==> src/rtl/mul_issue_ctrl.sv <==
// rtl/mul_issue_ctrl.sv - issue/response sequencer between EX and the iterative multiplier
// Optional one-entry result reuse cache is built when MUL_REUSE_EN is defined.
module mul_issue_ctrl #(
  parameter int XLEN  = 32,
  parameter int TAG_W = 5
) (
  input  logic             clk_i,
  input  logic             rst_ni,
  input  logic             req_valid_i,
  output logic             req_ready_o,
  input  logic [XLEN-1:0]  req_op_a_i,
  input  logic [XLEN-1:0]  req_op_b_i,
  input  logic [1:0]       req_func_i,
  input  logic [TAG_W-1:0] req_tag_i,
  input  logic             flush_i,
  output logic             stall_o,
  output logic             resp_valid_o,
  input  logic             resp_ready_i,
  output logic [XLEN-1:0]  resp_result_o,
  output logic [TAG_W-1:0] resp_tag_o,
  output logic             mul_start_o,
  output logic [XLEN-1:0]  mul_op_a_o,
  output logic [XLEN-1:0]  mul_op_b_o,
  output logic [1:0]       mul_func_o,
  input  logic [XLEN-1:0]  mul_result_i,
  input  logic             mul_done_i
);

  typedef enum logic [2:0] {
    S_IDLE  = 3'd0,
    S_START = 3'd1,
    S_BUSY  = 3'd2,
    S_RESP  = 3'd3,
    S_DRAIN = 3'd4
  } state_e;

  state_e state_q, state_d;

  logic [XLEN-1:0]  op_a_q, op_a_d;
  logic [XLEN-1:0]  op_b_q, op_b_d;
  logic [1:0]       func_q, func_d;
  logic [TAG_W-1:0] tag_q, tag_d;
  logic [XLEN-1:0]  result_q, result_d;

  logic             fire;
  logic             done_keep;
  logic             hit;
  logic [XLEN-1:0]  hit_result;

  assign req_ready_o = (state_q == S_IDLE) && !flush_i;
  assign fire        = req_valid_i && req_ready_o;
  // A completion is kept only when it arrives in BUSY without a same-cycle flush.
  assign done_keep   = (state_q == S_BUSY) && mul_done_i && !flush_i;

`ifdef MUL_REUSE_EN
  logic [XLEN-1:0] c_a_q, c_a_d;
  logic [XLEN-1:0] c_b_q, c_b_d;
  logic [1:0]      c_func_q, c_func_d;
  logic [XLEN-1:0] c_res_q, c_res_d;
  logic            c_vld_q, c_vld_d;

  assign hit        = c_vld_q && (req_op_a_i == c_a_q) && (req_op_b_i == c_b_q) &&
                      (req_func_i == c_func_q);
  assign hit_result = c_res_q;

  always_comb begin
    c_a_d    = c_a_q;
    c_b_d    = c_b_q;
    c_func_d = c_func_q;
    c_res_d  = c_res_q;
    c_vld_d  = c_vld_q;
    if (done_keep) begin
      c_a_d    = op_a_q;
      c_b_d    = op_b_q;
      c_func_d = func_q;
      c_res_d  = mul_result_i;
      c_vld_d  = 1'b1;
    end
  end

  always_ff @(posedge clk_i or negedge rst_ni) begin
    if (!rst_ni) begin
      c_a_q    <= '0;
      c_b_q    <= '0;
      c_func_q <= '0;
      c_res_q  <= '0;
      c_vld_q  <= 1'b0;
    end else begin
      c_a_q    <= c_a_d;
      c_b_q    <= c_b_d;
      c_func_q <= c_func_d;
      c_res_q  <= c_res_d;
      c_vld_q  <= c_vld_d;
    end
  end
`else
  assign hit        = 1'b0;
  assign hit_result = '0;
`endif

  always_comb begin
    state_d     = state_q;
    op_a_d      = op_a_q;
    op_b_d      = op_b_q;
    func_d      = func_q;
    tag_d       = tag_q;
    result_d    = result_q;
    mul_start_o = 1'b0;
    case (state_q)
      S_IDLE: begin
        if (fire) begin
          op_a_d = req_op_a_i;
          op_b_d = req_op_b_i;
          func_d = req_func_i;
          tag_d  = req_tag_i;
          if (hit) begin
            result_d = hit_result;
            state_d  = S_RESP;
          end else begin
            state_d = S_START;
          end
        end
      end
      S_START: begin
        if (flush_i) begin
          state_d = S_IDLE;
        end else begin
          mul_start_o = 1'b1;
          state_d     = S_BUSY;
        end
      end
      S_BUSY: begin
        // The multiplier cannot be aborted, so a flush without done must drain it.
        if (flush_i) begin
          state_d = mul_done_i ? S_IDLE : S_DRAIN;
        end else if (mul_done_i) begin
          result_d = mul_result_i;
          state_d  = S_RESP;
        end
      end
      S_DRAIN: begin
        if (mul_done_i) begin
          state_d = S_IDLE;
        end
      end
      S_RESP: begin
        if (flush_i || resp_ready_i) begin
          state_d = S_IDLE;
        end
      end
      default: begin
        state_d = S_IDLE;
      end
    endcase
  end

  always_ff @(posedge clk_i or negedge rst_ni) begin
    if (!rst_ni) begin
      state_q  <= S_IDLE;
      op_a_q   <= '0;
      op_b_q   <= '0;
      func_q   <= '0;
      tag_q    <= '0;
      result_q <= '0;
    end else begin
      state_q  <= state_d;
      op_a_q   <= op_a_d;
      op_b_q   <= op_b_d;
      func_q   <= func_d;
      tag_q    <= tag_d;
      result_q <= result_d;
    end
  end

  assign stall_o       = (state_q != S_IDLE);
  assign resp_valid_o  = (state_q == S_RESP);
  assign resp_result_o = result_q;
  assign resp_tag_o    = tag_q;
  assign mul_op_a_o    = op_a_q;
  assign mul_op_b_o    = op_b_q;
  assign mul_func_o    = func_q;

endmodule

==> config.mk <==
export PLATFORM = sky130hd
export DESIGN_NAME = mul_issue_ctrl
export DESIGN_NICKNAME = d
export VERILOG_FILES = /design/src/rtl/mul_issue_ctrl.sv
export SDC_FILE = /design/constraint.sdc
export NUM_CORES = 1
export LEC_CHECK = 0
export ABC_CLOCK_PERIOD_IN_PS = 2600
export CORE_ASPECT_RATIO = 0.5
export CORE_MARGIN = 1
export CORE_UTILIZATION = 44
export DETAILED_ROUTE_END_ITERATION = 8
export GPL_TIMING_DRIVEN = 0
export PLACE_DENSITY = 0.95
export SLEW_MARGIN = 25
export SYNTH_ARGS = -nofsm -noshare
export SYNTH_HDL_FRONTEND = slang
export SYNTH_SLANG_ARGS = --single-unit
==> constraint.sdc <==
create_clock -name clk_i -period 2.6 [get_ports clk_i]
set_input_delay 0.52 -clock clk_i [delete_from_list [all_inputs] [get_ports clk_i]]
set_output_delay 0.52 -clock clk_i [all_outputs]
set_load 0.01 [all_outputs]
==> metrics <==
sequential area share after synthesis 60.7%; library cells used by synthesis 22; Starting Density 45.8%; Yosys Warn Count 0; status finished, final reports clean; met2 WL 6210 µm; Vias/cell 4.79; Syn Std Cell Area 4370 µm²; Clock Path Buffers 2; Layout Nets 574; GR Overflow Total 0; element type at the critical path end output port; Final Power 6.23 mW; num ports 216; CTS Sinks 106; post-CTS sizing 0; total global-route track usage 22.4%; area growth from synthesis to layout 60.3%; drt first-iter violations 96; Die ar. 10400 µm²; DIE HEIGHT 72.5 µm; cell breakdown of the critical path clkdlybuf4s50_1 > nor4b_1 > clkdlybuf4s50_1; H-tree depth 3; Gate Count Post-Synth 238; sum of negative setup slack 0 ns; CP Data Arrival Time 1.99 ns; TritonCTS clock tree done; wl on met1 4160 µm; # hold bufs at CTS 0; Post-CTS Setup Bufs 0; post-synthesis area per instance 18.4 µm²; cells on worst reg2reg path 5; cell family with most CP delay buffers and inverters; antenna violations before repair 0; Final min period 2.51 ns; static leakage 3.18 nW; FP Rows 25; most common cell after layout, fill and taps aside clkdlybuf4s50_1; routability cong. 0.766; Final Setup Violations 0; final hold viol count 0; layout cells sized above 1 28.3%; via count 2897; Max Freq 399 MHz; n_diodes 0; CTS clock-pin slew for the worst setup and hold paths 0.06 ns; number of global-route vias before repair 3135; Worst path max stage delay 0.62 ns; Synthesized Nets 347; Worst R2R Start state_q[1]; Crit Reg-Reg Endpoint mul_op_a_o[29]; pwr/cell area 889 nW/µm²; uppermost layer routed met4; stages on the worst setup path 3; critical path class in -> out; HP Class in -> async; Post-Route WL 11100 µm; Max IR drop VDD 372 µV; Least-Margin Pin Slew 0.453 ns; Worst-Skew Late Latency 0.34 ns; Pins Over Slew Limit 0; Relative slew margins 69.8%; CTS root buf clkbuf_16; drt first pass iters 4; Buf/Inv on CP 2; DR WL/cell 18.4 µm; Num CTS Buffers 9; commonest cells after routing, fill and taps aside clkdlybuf4s50_1 (214), dfrtp_1 (106), mux2_4 (80); CP Launch Type input pin; largest net degree at the start of global routing 59; Non-Filler Instances 605; Worst path most repeated cell clkdlybuf4s50_1; ANT nets after route 0; hpwl dp 8300 µm; IO Port Bufs 215; total placed cells including tap cells 589; Crit Path Max Fanout 4; MaxCap Viol Count 0; met3 WL 409 µm; slowest CP cell clkdlybuf4s50_1; worst hold margin 0.113 ns; final setup skew 0.00580 ns; unrepaired setup endpoints after global routing no; synthesis-stage register bit count 106; Worst R2R Setup Slack 0.86 ns; core area 9540 µm²; first-pass GRT wire length 17100 µm; WP data required 2.08 ns; DRC 0; Tcrit/Tclk final 96.4%; Die Wd 143 µm
-- cell usage after synthesis --
cell	n	area share, %
nand3b_1	1	0.17
and2_1	1	0.14
nand2_4	1	0.26
mux2_4	80	27
a211oi_1	1	0.17
mux2_2	22	5.7
o21ai_0	1	0.11
and4b_1	1	0.23
nand2_1	1	0.086
buf_2	3	0.34
a31oi_1	1	0.14
and3b_1	1	0.20
buf_6	10	2.6
mux2i_1	1	0.23
or3_1	1	0.14
nand2b_1	1	0.14
o22ai_1	1	0.14
mux2_1	1	0.26
nor2_1	1	0.086
dfrtp_1	106	61
nor4b_1	1	0.20
nor4_4	1	0.49
-- worst max path at each step --
stage	start	endpoint	slack [ns]
floorplan	flush_i	mul_func_o[0]	0.96
global placement	rst_ni	mul_op_a_o[18]	-2.97
detailed placement	flush_i	req_ready_o	0.03
CTS	flush_i	req_ready_o	0.03
global route	flush_i	mul_start_o	0.03
finish	flush_i	mul_start_o	0.09
-- layout make-up --
class	count	area, µm²
buffer	13	128
clock buffer	14	274
clock inverter	2	10.0
fill	605	2540
multi-input combinational	119	1590
sequential	106	2650
tap	135	169
timing repair buffer	216	2180
-- per-stage QoR --
| stage | cell area (µm²) | setup slack (ns) | utilization (%) |
|---|---|---|---|
| final | 7000 | 0.0935 | 73.4 |
| after global placement | 6690 | -2.97 | 70.1 |
| after floorplan | 4370 | 0.957 | - |
| after global routing | 7000 | 0.0269 | 73.4 |
| after CTS | 7000 | 0.0278 | 73.4 |
| after detailed placement | 6720 | 0.0273 | 70.4 |
-- logic make-up after synthesis --
group / Yosys count / synth area share, %
buffers and inverters: 13 / 2.92
AO/OA/AOI/OAI: 4 / 0.573
flip-flops: 106 / 60.7
multiplexers: 104 / 33.6
AND/OR/NAND/NOR: 11 / 2.15
-- sequential cells by signal (all words and copies together) (netlist names) --
signal and cells:
state_q 3, resp_tag_o 5, mul_func_o 2, mul_op_a_o 32, resp_result_o 32, mul_op_b_o 32
-- metal layers --
layer  up-vias  global-route usage, %
li1       1295                      -
met1      1490                   24.4
met2        81                   41.8
met3        31                   6.01
met4         0                   9.56
met5         -                      0
-- report_power, final --
part | switching, mW | internal, mW
logic | 0.794 | 1.65
registers | 0.302 | 2.17
clock network | 0.578 | 0.727
total | 1.67 | 4.55
Note: power is estimated with default switching activity, not from simulation.
